`config.mk`:
```
export PLATFORM = sky130hd
export DESIGN_NAME = ref_sched_flat
export DESIGN_NICKNAME = d
export VERILOG_FILES = /design/src/rtl/ref_sched_if.sv /design/src/rtl/ref_sched.sv /design/src/flat_wrapper.sv
export SDC_FILE = /design/constraint.sdc
export NUM_CORES = 1
export LEC_CHECK = 0
export CELL_PAD_IN_SITES_DETAIL_PLACEMENT = 0
export CELL_PAD_IN_SITES_GLOBAL_PLACEMENT = 1
export CORE_MARGIN = 3
export CORE_UTILIZATION = 32
export DETAILED_ROUTE_END_ITERATION = 16
export HOLD_SLACK_MARGIN = 0.05
export PLACE_DENSITY = 0.73
export SYNTH_ARGS = -nofsm -noshare
export SYNTH_HDL_FRONTEND = slang
export SYNTH_SLANG_ARGS = --single-unit
export TNS_END_PERCENT = 5
```
`constraint.sdc`:
```
create_clock -name FCLK -period 1.34 [get_ports FCLK]
set_input_delay 0.402 -clock FCLK [delete_from_list [all_inputs] [get_ports FCLK]]
set_output_delay 0.402 -clock FCLK [all_outputs]
set_load 0.02 [all_outputs]
```
`src/rtl/ref_sched_if.sv`:
```
// ref_sched_if: refresh scheduler signals between CNT/FSB inputs and the RAM controller
interface ref_sched_if #(parameter int PENDW = 3);
  logic             RefClk;
  logic             BACT;
  logic             RAMCS;
  logic             RefAck;
  logic             RefReq;
  logic             RefUrgent;
  logic             RefOvf;
  logic [PENDW-1:0] Pend;
  modport master (input RefClk, BACT, RAMCS, RefAck, output RefReq, RefUrgent, RefOvf, Pend);
  modport slave  (output RefClk, BACT, RAMCS, RefAck, input RefReq, RefUrgent, RefOvf, Pend);
endinterface

```
`src/rtl/ref_sched.sv`:
```
// ref_sched: counts RefClk refresh obligations and issues a RefReq/RefAck handshake to RAM
module ref_sched #(
  parameter int PENDW  = 3,
  parameter int URGENT = 4
) (
  input  logic FCLK,
  input  logic nRESin,
  ref_sched_if.master bus
);
  typedef enum logic [1:0] {IDLE, DEFER, REQ, GAP} state_t;
  localparam logic [PENDW-1:0] MAXPEND = '1;
  localparam logic [PENDW-1:0] URG     = PENDW'(URGENT);
  state_t           state_q, state_d;
  logic [2:0]       sync_q;
  logic [PENDW-1:0] pend_q, pend_d;
  logic             urg_q, urg_d, ovf_q, ovf_d, req_q, req_d;
  logic             tick, ack, busy, inc;
  assign tick = sync_q[1] & ~sync_q[2];
  assign ack  = bus.RefAck & (state_q == REQ);
  assign busy = bus.BACT & bus.RAMCS;
  assign inc  = tick & ~ack;
  always_comb begin
    pend_d  = (inc & pend_q != MAXPEND) ? pend_q + 1'b1 :
              (ack & ~tick)             ? pend_q - 1'b1 : pend_q;
    ovf_d   = ovf_q | (inc & pend_q == MAXPEND);
    urg_d   = pend_d >= URG;
    state_d = state_q;
    case (state_q)
      IDLE:    state_d = (pend_q == '0) ? IDLE : (busy & ~urg_q) ? DEFER : REQ;
      DEFER:   state_d = (pend_q == '0) ? IDLE : (~busy | urg_q) ? REQ : DEFER;
      REQ:     state_d = ack ? GAP : REQ;
      default: state_d = IDLE;
    endcase
    req_d   = state_d == REQ;
  end
  always_ff @(posedge FCLK or negedge nRESin)
    if (!nRESin) begin
      sync_q  <= '0;
      pend_q  <= '0;
      urg_q   <= 1'b0;
      ovf_q   <= 1'b0;
      req_q   <= 1'b0;
      state_q <= IDLE;
    end else begin
      sync_q  <= {sync_q[1:0], bus.RefClk};
      pend_q  <= pend_d;
      urg_q   <= urg_d;
      ovf_q   <= ovf_d;
      req_q   <= req_d;
      state_q <= state_d;
    end
  assign bus.RefReq    = req_q;
  assign bus.RefUrgent = urg_q;
  assign bus.RefOvf    = ovf_q;
  assign bus.Pend      = pend_q;
endmodule
```
`src/flat_wrapper.sv`:
```
// flat-port wrapper written by rule: the top's interface ports become plain ports
module ref_sched_flat 
#(
  parameter int PENDW  = 3,
  parameter int URGENT = 4
)
  (FCLK, nRESin, bus_RefClk, bus_BACT, bus_RAMCS, bus_RefAck, bus_RefReq, bus_RefUrgent, bus_RefOvf, bus_Pend);
  ref_sched_if #(.PENDW(PENDW)) bus_i ();
  input  logic FCLK;
  input  logic nRESin;
  input wire logic [$bits(bus_i.RefClk)-1:0] bus_RefClk;
  input wire logic [$bits(bus_i.BACT)-1:0] bus_BACT;
  input wire logic [$bits(bus_i.RAMCS)-1:0] bus_RAMCS;
  input wire logic [$bits(bus_i.RefAck)-1:0] bus_RefAck;
  output wire logic [$bits(bus_i.RefReq)-1:0] bus_RefReq;
  output wire logic [$bits(bus_i.RefUrgent)-1:0] bus_RefUrgent;
  output wire logic [$bits(bus_i.RefOvf)-1:0] bus_RefOvf;
  output wire logic [$bits(bus_i.Pend)-1:0] bus_Pend;
  assign bus_i.RefClk = bus_RefClk;
  assign bus_i.BACT = bus_BACT;
  assign bus_i.RAMCS = bus_RAMCS;
  assign bus_i.RefAck = bus_RefAck;
  assign bus_RefReq = bus_i.RefReq;
  assign bus_RefUrgent = bus_i.RefUrgent;
  assign bus_RefOvf = bus_i.RefOvf;
  assign bus_Pend = bus_i.Pend;
  ref_sched #(.PENDW(PENDW), .URGENT(URGENT)) u_core (.FCLK(FCLK), .nRESin(nRESin), .bus(bus_i));
endmodule
```
==> results of run 1 <==
per-stage QoR:
| step | instances | setup slack [ns] | hold WS (ns) |
|---|---|---|---|
| after floorplan | 44 | -0.0600 | 0.106 |
| after CTS | 80 | -0.0704 | 0.362 |
| after global routing | 80 | -0.174 | 0.379 |
| after global placement | 76 | -0.159 | 0.347 |
| after detailed placement | 76 | -0.160 | 0.339 |
| final | 80 | -0.0828 | 0.359 |
power groups by stage:
stage          clock network (mW)  registers [mW]  logic, mW
2_1_floorplan                   0           0.642      0.478
3_5_place_dp                    0           0.524       1.00
5_1_grt                     0.241           0.531       1.10
6_report                    0.217           0.515      0.978
4_1_cts                     0.229           0.518      0.954
3_3_place_gp                    0           0.520      0.984
what timing repair did:
action                                  in CTS  in global routing
pin swaps                                    0                  3
resized for setup                           21                  5
setup buffers                                0                  0
endpoints found under the setup margin       9                  7
endpoints found under the hold margin        0                  0
path summary, 6_finish.rpt:
check	from	end	slack [ns]	cells after the start
max reg2reg	register	u_core.bus.Pend[0]	-0.08	5
max	register	u_core.bus.Pend[0]	-0.08	5
min	u_core.sync_q[0]	u_core.sync_q[1]	0.36	0
max in group asynchronous	nRESin	u_core.bus.Pend[0]	0.77	2
min reg2reg	u_core.sync_q[0]	u_core.sync_q[1]	0.36	0
min in group asynchronous	nRESin	u_core.sync_q[2]	0.42	2
layout by cell type (no fill, tap or decap):
master / count
a211oi_1: 1
a21o_2: 1
a21oi_1: 3
a21oi_2: 1
a22oi_1: 1
a31o_2: 1
and2b_1: 1
and3b_2: 1
buf_2: 4
buf_4: 7
clkbuf_1: 1
clkbuf_2: 1
clkbuf_4: 3
clkdlybuf4s15_2: 1
clkdlybuf4s50_1: 5
dfrtp_1: 8
dfrtp_2: 2
ha_1: 2
ha_4: 2
inv_1: 3
mux2i_1: 2
nand2_1: 2
nand2b_1: 1
nand3b_4: 1
nor2_1: 1
nor3_2: 1
nor3b_4: 1
o211ai_1: 1
o21ai_0: 1
o32ai_2: 1
o41ai_1: 1
or2_2: 1
or2_4: 1
xnor2_1: 1
cell type report:
class / instances / share of cell area (%)
clock buffer: 4 / 3.53
sequential: 10 / 33.9
multi-input combinational: 30 / 39.8
tap: 15 / 2.52
inverter: 3 / 1.51
timing repair buffer: 18 / 18.7
layer usage:
| layer | global-route usage, % | vias up |
|---|---|---|
| li1 | - | 203 |
| met1 | 14.6 | 187 |
| met2 | 18.7 | 12 |
| met3 | 6.25 | 2 |
| met4 | 5.11 | 0 |
| met5 | 0 | - |
logic make-up (layout without fill, tap and decap cells):
| kind of cell | count (synthesis) | in the layout | synth area share, % |
|---|---|---|---|
| DFF | 10 | 10 | 48.5 |
| adders and majority gates | 4 | 4 | 9.71 |
| buffers and inverters | 4 | 25 | 3.64 |
| muxes | 2 | 2 | 3.88 |
| AOI/OAI and AO/OA | 12 | 12 | 16.0 |
| and+or+nand+nor | 11 | 11 | 16.5 |
| xor gates and xnor gates | 1 | 1 | 1.70 |
==> results_dict.tcl, run 1 <==
set metrics [dict create \
    layout.nets 76 \
    peakVddDrop_mv 1.03 \
    wl_met1_um 447 \
    critPathMaxStageDelay_ns 0.43 \
    synth.most_common_cell "dfrtp_1" \
    die_h_um 46.1 \
    boundaryPins 12 \
    status "complete, but fails checks" \
    critical_path.max_fanout 4 \
    h-tree-depth 1 \
    timing.final.ws_setup_ns -0.0828 \
    clockRootBuffer "clkbuf_4" \
    layout.area.seq_um2 253 \
    antenna_cells 0 \
    fillers 142 \
    path_clk_slew_ns 0.06 \
    antenna_found_initial 0 \
    core-area_um2 1400 \
    syn_inst 44 \
    cts_buffers 3 \
    grtUsageTotal_pct 12.3 \
    design_area_um2 744 \
    place_hpwl_um 817 \
    cts_max_path_buffers 2 \
    synth_edf_count 0 \
    final-setup-viol-count 3 \
    cp_slowest_cell "dfrtp_2" \
    synth-seq-area-share_pct 48.5 \
    wl_met2_um 470 \
    powerDensity_nw_per_um2 2300 \
    tightest_slew_ns 0.242 \
    drc 0 \
    critPathCaptureType "register" \
    fin_util_pct 53.2 \
    wl_mm 1.03 \
    first_pass_iters 3 \
    critPathKind "reg -> reg" \
    gp_congestion 0.776 \
    highest-signal-layer "met4" \
    p_switching_mw 0.674 \
    maxSlewHeadroom_pct 83.7 \
    p_int_mw 1.04 \
    hold_class "reg -> reg" \
    yosys.area.top_type "dfrtp_1" \
    pwr-share-comb_pct 57.2 \
    avgSynthCellArea_um2 11.7 \
    p_leak_nw 0.344 \
    critPathRequiredTime_ns 1.49 \
    dr_total_vias 404 \
    clock_latency_ns 0.27 \
    portBuffers 11 \
    sw_frac_of_total_pct 39.4 \
    crit_arrival_ns 1.57 \
    synthTopCellsByArea "dfrtp_1 (49%), ha_1 (9.7%), a21oi_1 (3.9%)" \
    crit_top_cell "ha_4" \
    synth-main-ff-cell "dfrtp_1" \
    crit_path_cell_trace "ha_4 > ha_4 > nor3b_4 > mux2i_1 > xnor2_1" \
    final_max_slew_viol_count 0 \
    synth.distinct_cells 24 \
    clock.fmax_mhz 703 \
    die-width_um 46.1 \
    placed_area_um2 719 \
    cp_top_family "flip-flops" \
    dr.first_iter.drc_count 2 \
    report.power.total_mw 1.71 \
    path_buf_inv 0 \
    fin_skew_ns 0.00363 \
    detail-route-antenna-nets 0 \
    cts_sinks 10 \
    ys_ff_latch 10 \
    worst_setup_path_start_kind "register" \
    start_util_pct 36.9 \
    cts-hold-fix-buffers 0 \
    area_delta_synth_final_pct 44.4 \
    multi_input_area_um2 297 \
    syn-num-nets 54 \
    violations "negative setup slack" \
    fin_crit_ns 1.42 \
    clock_power_share_pct 12.7 \
    netlist.area_leader.share_pct 48.5 \
    max_cap_violations 0 \
    grt-ovfl-total 0 \
    cts_tree "done" \
    yosys_warnings 0 \
    seqPwrFrac_pct 30.1 \
    finalCritPeriodShare_pct 106 \
    grt_max_degree 11 \
    via_per_inst 5.05 \
    hold_viol_final 0 \
    setup_tns_ns -0.169 \
    rows 13 \
    wl_per_cell_um 12.9 \
    synth_common_cells "dfrtp_1 (10), a21oi_1 (4), ha_1 (4)" \
    layout-drive-gt1-share_pct 46.2 \
    async_flop_share_pct 100 \
    grt_pass1_vias 407 \
    route.met3.wl_um 96 \
    grt_setup_unrepaired "yes" \
    grt_pass1_wl_mm 1.75 \
    die_area_um2 2130 \
    netlist_area_um2 515 \
]
Note: power is estimated with default switching activity, not from simulation.
==> run 2, diff against run 1 <==
==> constraint.sdc (replaced) <==
create_clock -name FCLK -period 1.34 [get_ports FCLK]
set_input_delay 0.134 -clock FCLK [delete_from_list [all_inputs] [get_ports FCLK]]
set_output_delay 0.134 -clock FCLK [all_outputs]
set_load 0.02 [all_outputs]
==> results_dict.tcl, run 2 (synthesized netlist as in run 1, its figures left out) <==
set metrics [dict create \
    status "complete, but fails checks" \
    violations "negative setup slack" \
    final_max_slew_viol_count 0 \
    critPathRequiredTime_ns 1.51 \
    core-area_um2 1400 \
    timing.final.ws_setup_ns -0.0587 \
    fin_skew_ns 0.00545 \
    worstSetupEndpoint "u_core.bus.Pend[0]" \
    detail-route-antenna-nets 0 \
    multi_input_area_um2 285 \
    gp_congestion 0.803 \
    layout_commonest_cell "dfrtp_1" \
    cts_sinks 10 \
    cts_max_path_buffers 2 \
    layout.nets 73 \
    fillers 123 \
    grt_pass1_wl_mm 1.78 \
    fin_crit_ns 1.40 \
    reg2reg_depth 5 \
    path_clk_slew_ns 0.07 \
    hold_viol_final 0 \
    grt_max_degree 11 \
    clock.fmax_mhz 715 \
    die_area_um2 2130 \
    antenna_cells 0 \
    clockRootBuffer "clkbuf_4" \
    tightest_slew_ns 0.446 \
    stdcell_count 77 \
    crit_arrival_ns 1.57 \
    critPathKind "reg -> reg" \
    grt_pass1_vias 404 \
    cts_buffers 3 \
    dr.first_iter.drc_count 2 \
    wl_per_cell_um 13.1 \
    p_leak_nw 0.342 \
    dr_total_vias 403 \
    die-width_um 46.1 \
    grtUsageTotal_pct 12.3 \
    finalCritPeriodShare_pct 104 \
    report.power.total_mw 1.66 \
    die_h_um 46.1 \
    area_delta_synth_final_pct 41.7 \
    clock_latency_ns 0.28 \
    r2r-end "u_core.bus.Pend[0]" \
    powerDensity_nw_per_um2 2270 \
    hold_class "in -> async" \
    max_cap_violations 0 \
    critPathCaptureType "register" \
    rows 13 \
    layout_common_cells "dfrtp_1 (8), clkdlybuf4s50_1 (5), dlygate4sd2_1 (5)" \
    grt_setup_unrepaired "yes" \
    portBuffers 11 \
    antenna_found_initial 0 \
    first_pass_iters 2 \
    wl_mm 1.01 \
    grt-ovfl-total 0 \
    h-tree-depth 1 \
    final-setup-viol-count 3 \
    boundaryPins 12 \
    via_per_inst 5.23 \
    place_hpwl_um 784 \
    start_util_pct 36.9 \
    layout-drive-gt1-share_pct 30.6 \
    peakVddDrop_mv 1.07 \
    dpl.cell_count 73 \
    drc 0 \
    fin_util_pct 52.2 \
    layout.area.seq_um2 253 \
    r2r_slack_ns -0.06 \
    critical_path.max_fanout 4 \
    cts_tree "done" \
    worst_setup_path_start_kind "register" \
    maxSlewHeadroom_pct 70.2 \
]
[run 2: cell type report]
type | instances | share of cell area [%]
multi-input combinational | 30 | 39.0
sequential | 10 | 34.6
timing repair buffer | 15 | 18.7
clock buffer | 4 | 3.60
tap | 15 | 2.57
inverter | 3 | 1.54
[run 2: metal layers]
layer | vias up | track usage, % | share of wire (%)
li1 | 194 | - | -
met1 | 192 | 15.4 | 44
met2 | 14 | 17.6 | 45
met3 | 3 | 6.25 | 9.0
met4 | 0 | 5.11 | 1.7
met5 | - | 0 | 0
[run 2: how the worst min path moves through the flow]
stage / start / to / cells after the start
floorplan: nRESin / asynchronous set/reset pin / 0
global placement: u_core.sync_q[0] / u_core.sync_q[1] / 0
detailed placement: u_core.sync_q[0] / u_core.sync_q[1] / 0
CTS: nRESin / u_core.state_q[0] / 1
global route: nRESin / u_core.bus.RefOvf / 1
finish: nRESin / u_core.state_q[0] / 1
[run 2: worst max-delay path, stage by stage (launching register included)]
cell and delay [ns]:
dfrtp_2 0.44, ha_4 0.17, ha_4 0.17, nor3b_4 0.24, mux2i_1 0.13, xnor2_1 0.14
[run 2: timing repair]
| item | CTS | global route |
|---|---|---|
| endpoints found under the setup margin | 8 | 5 |
| setup buffers | 0 | 0 |
| pin swaps | 0 | 3 |
| resized for setup | 6 | 3 |
| hold buffers | 0 | 0 |
[run 2: per-stage QoR]
stage	hold WS, ns	instance area [um^2]	TNS (ns)	setup WS [ns]
floorplan	-0.162	546	-0.144	-0.0600
global placement	0.339	697	-0.0847	-0.0498
detailed placement	0.339	697	-0.120	-0.0631
CTS	0.185	723	-0.108	-0.0391
global route	0.208	731	-0.321	-0.114
finish	0.166	731	-0.136	-0.0587
[run 2: power by group]
part           internal [mW]  switching [mW]  total, mW
Clock                  0.116           0.116      0.232
Combinational          0.479           0.419      0.897
Sequential             0.415           0.115      0.530
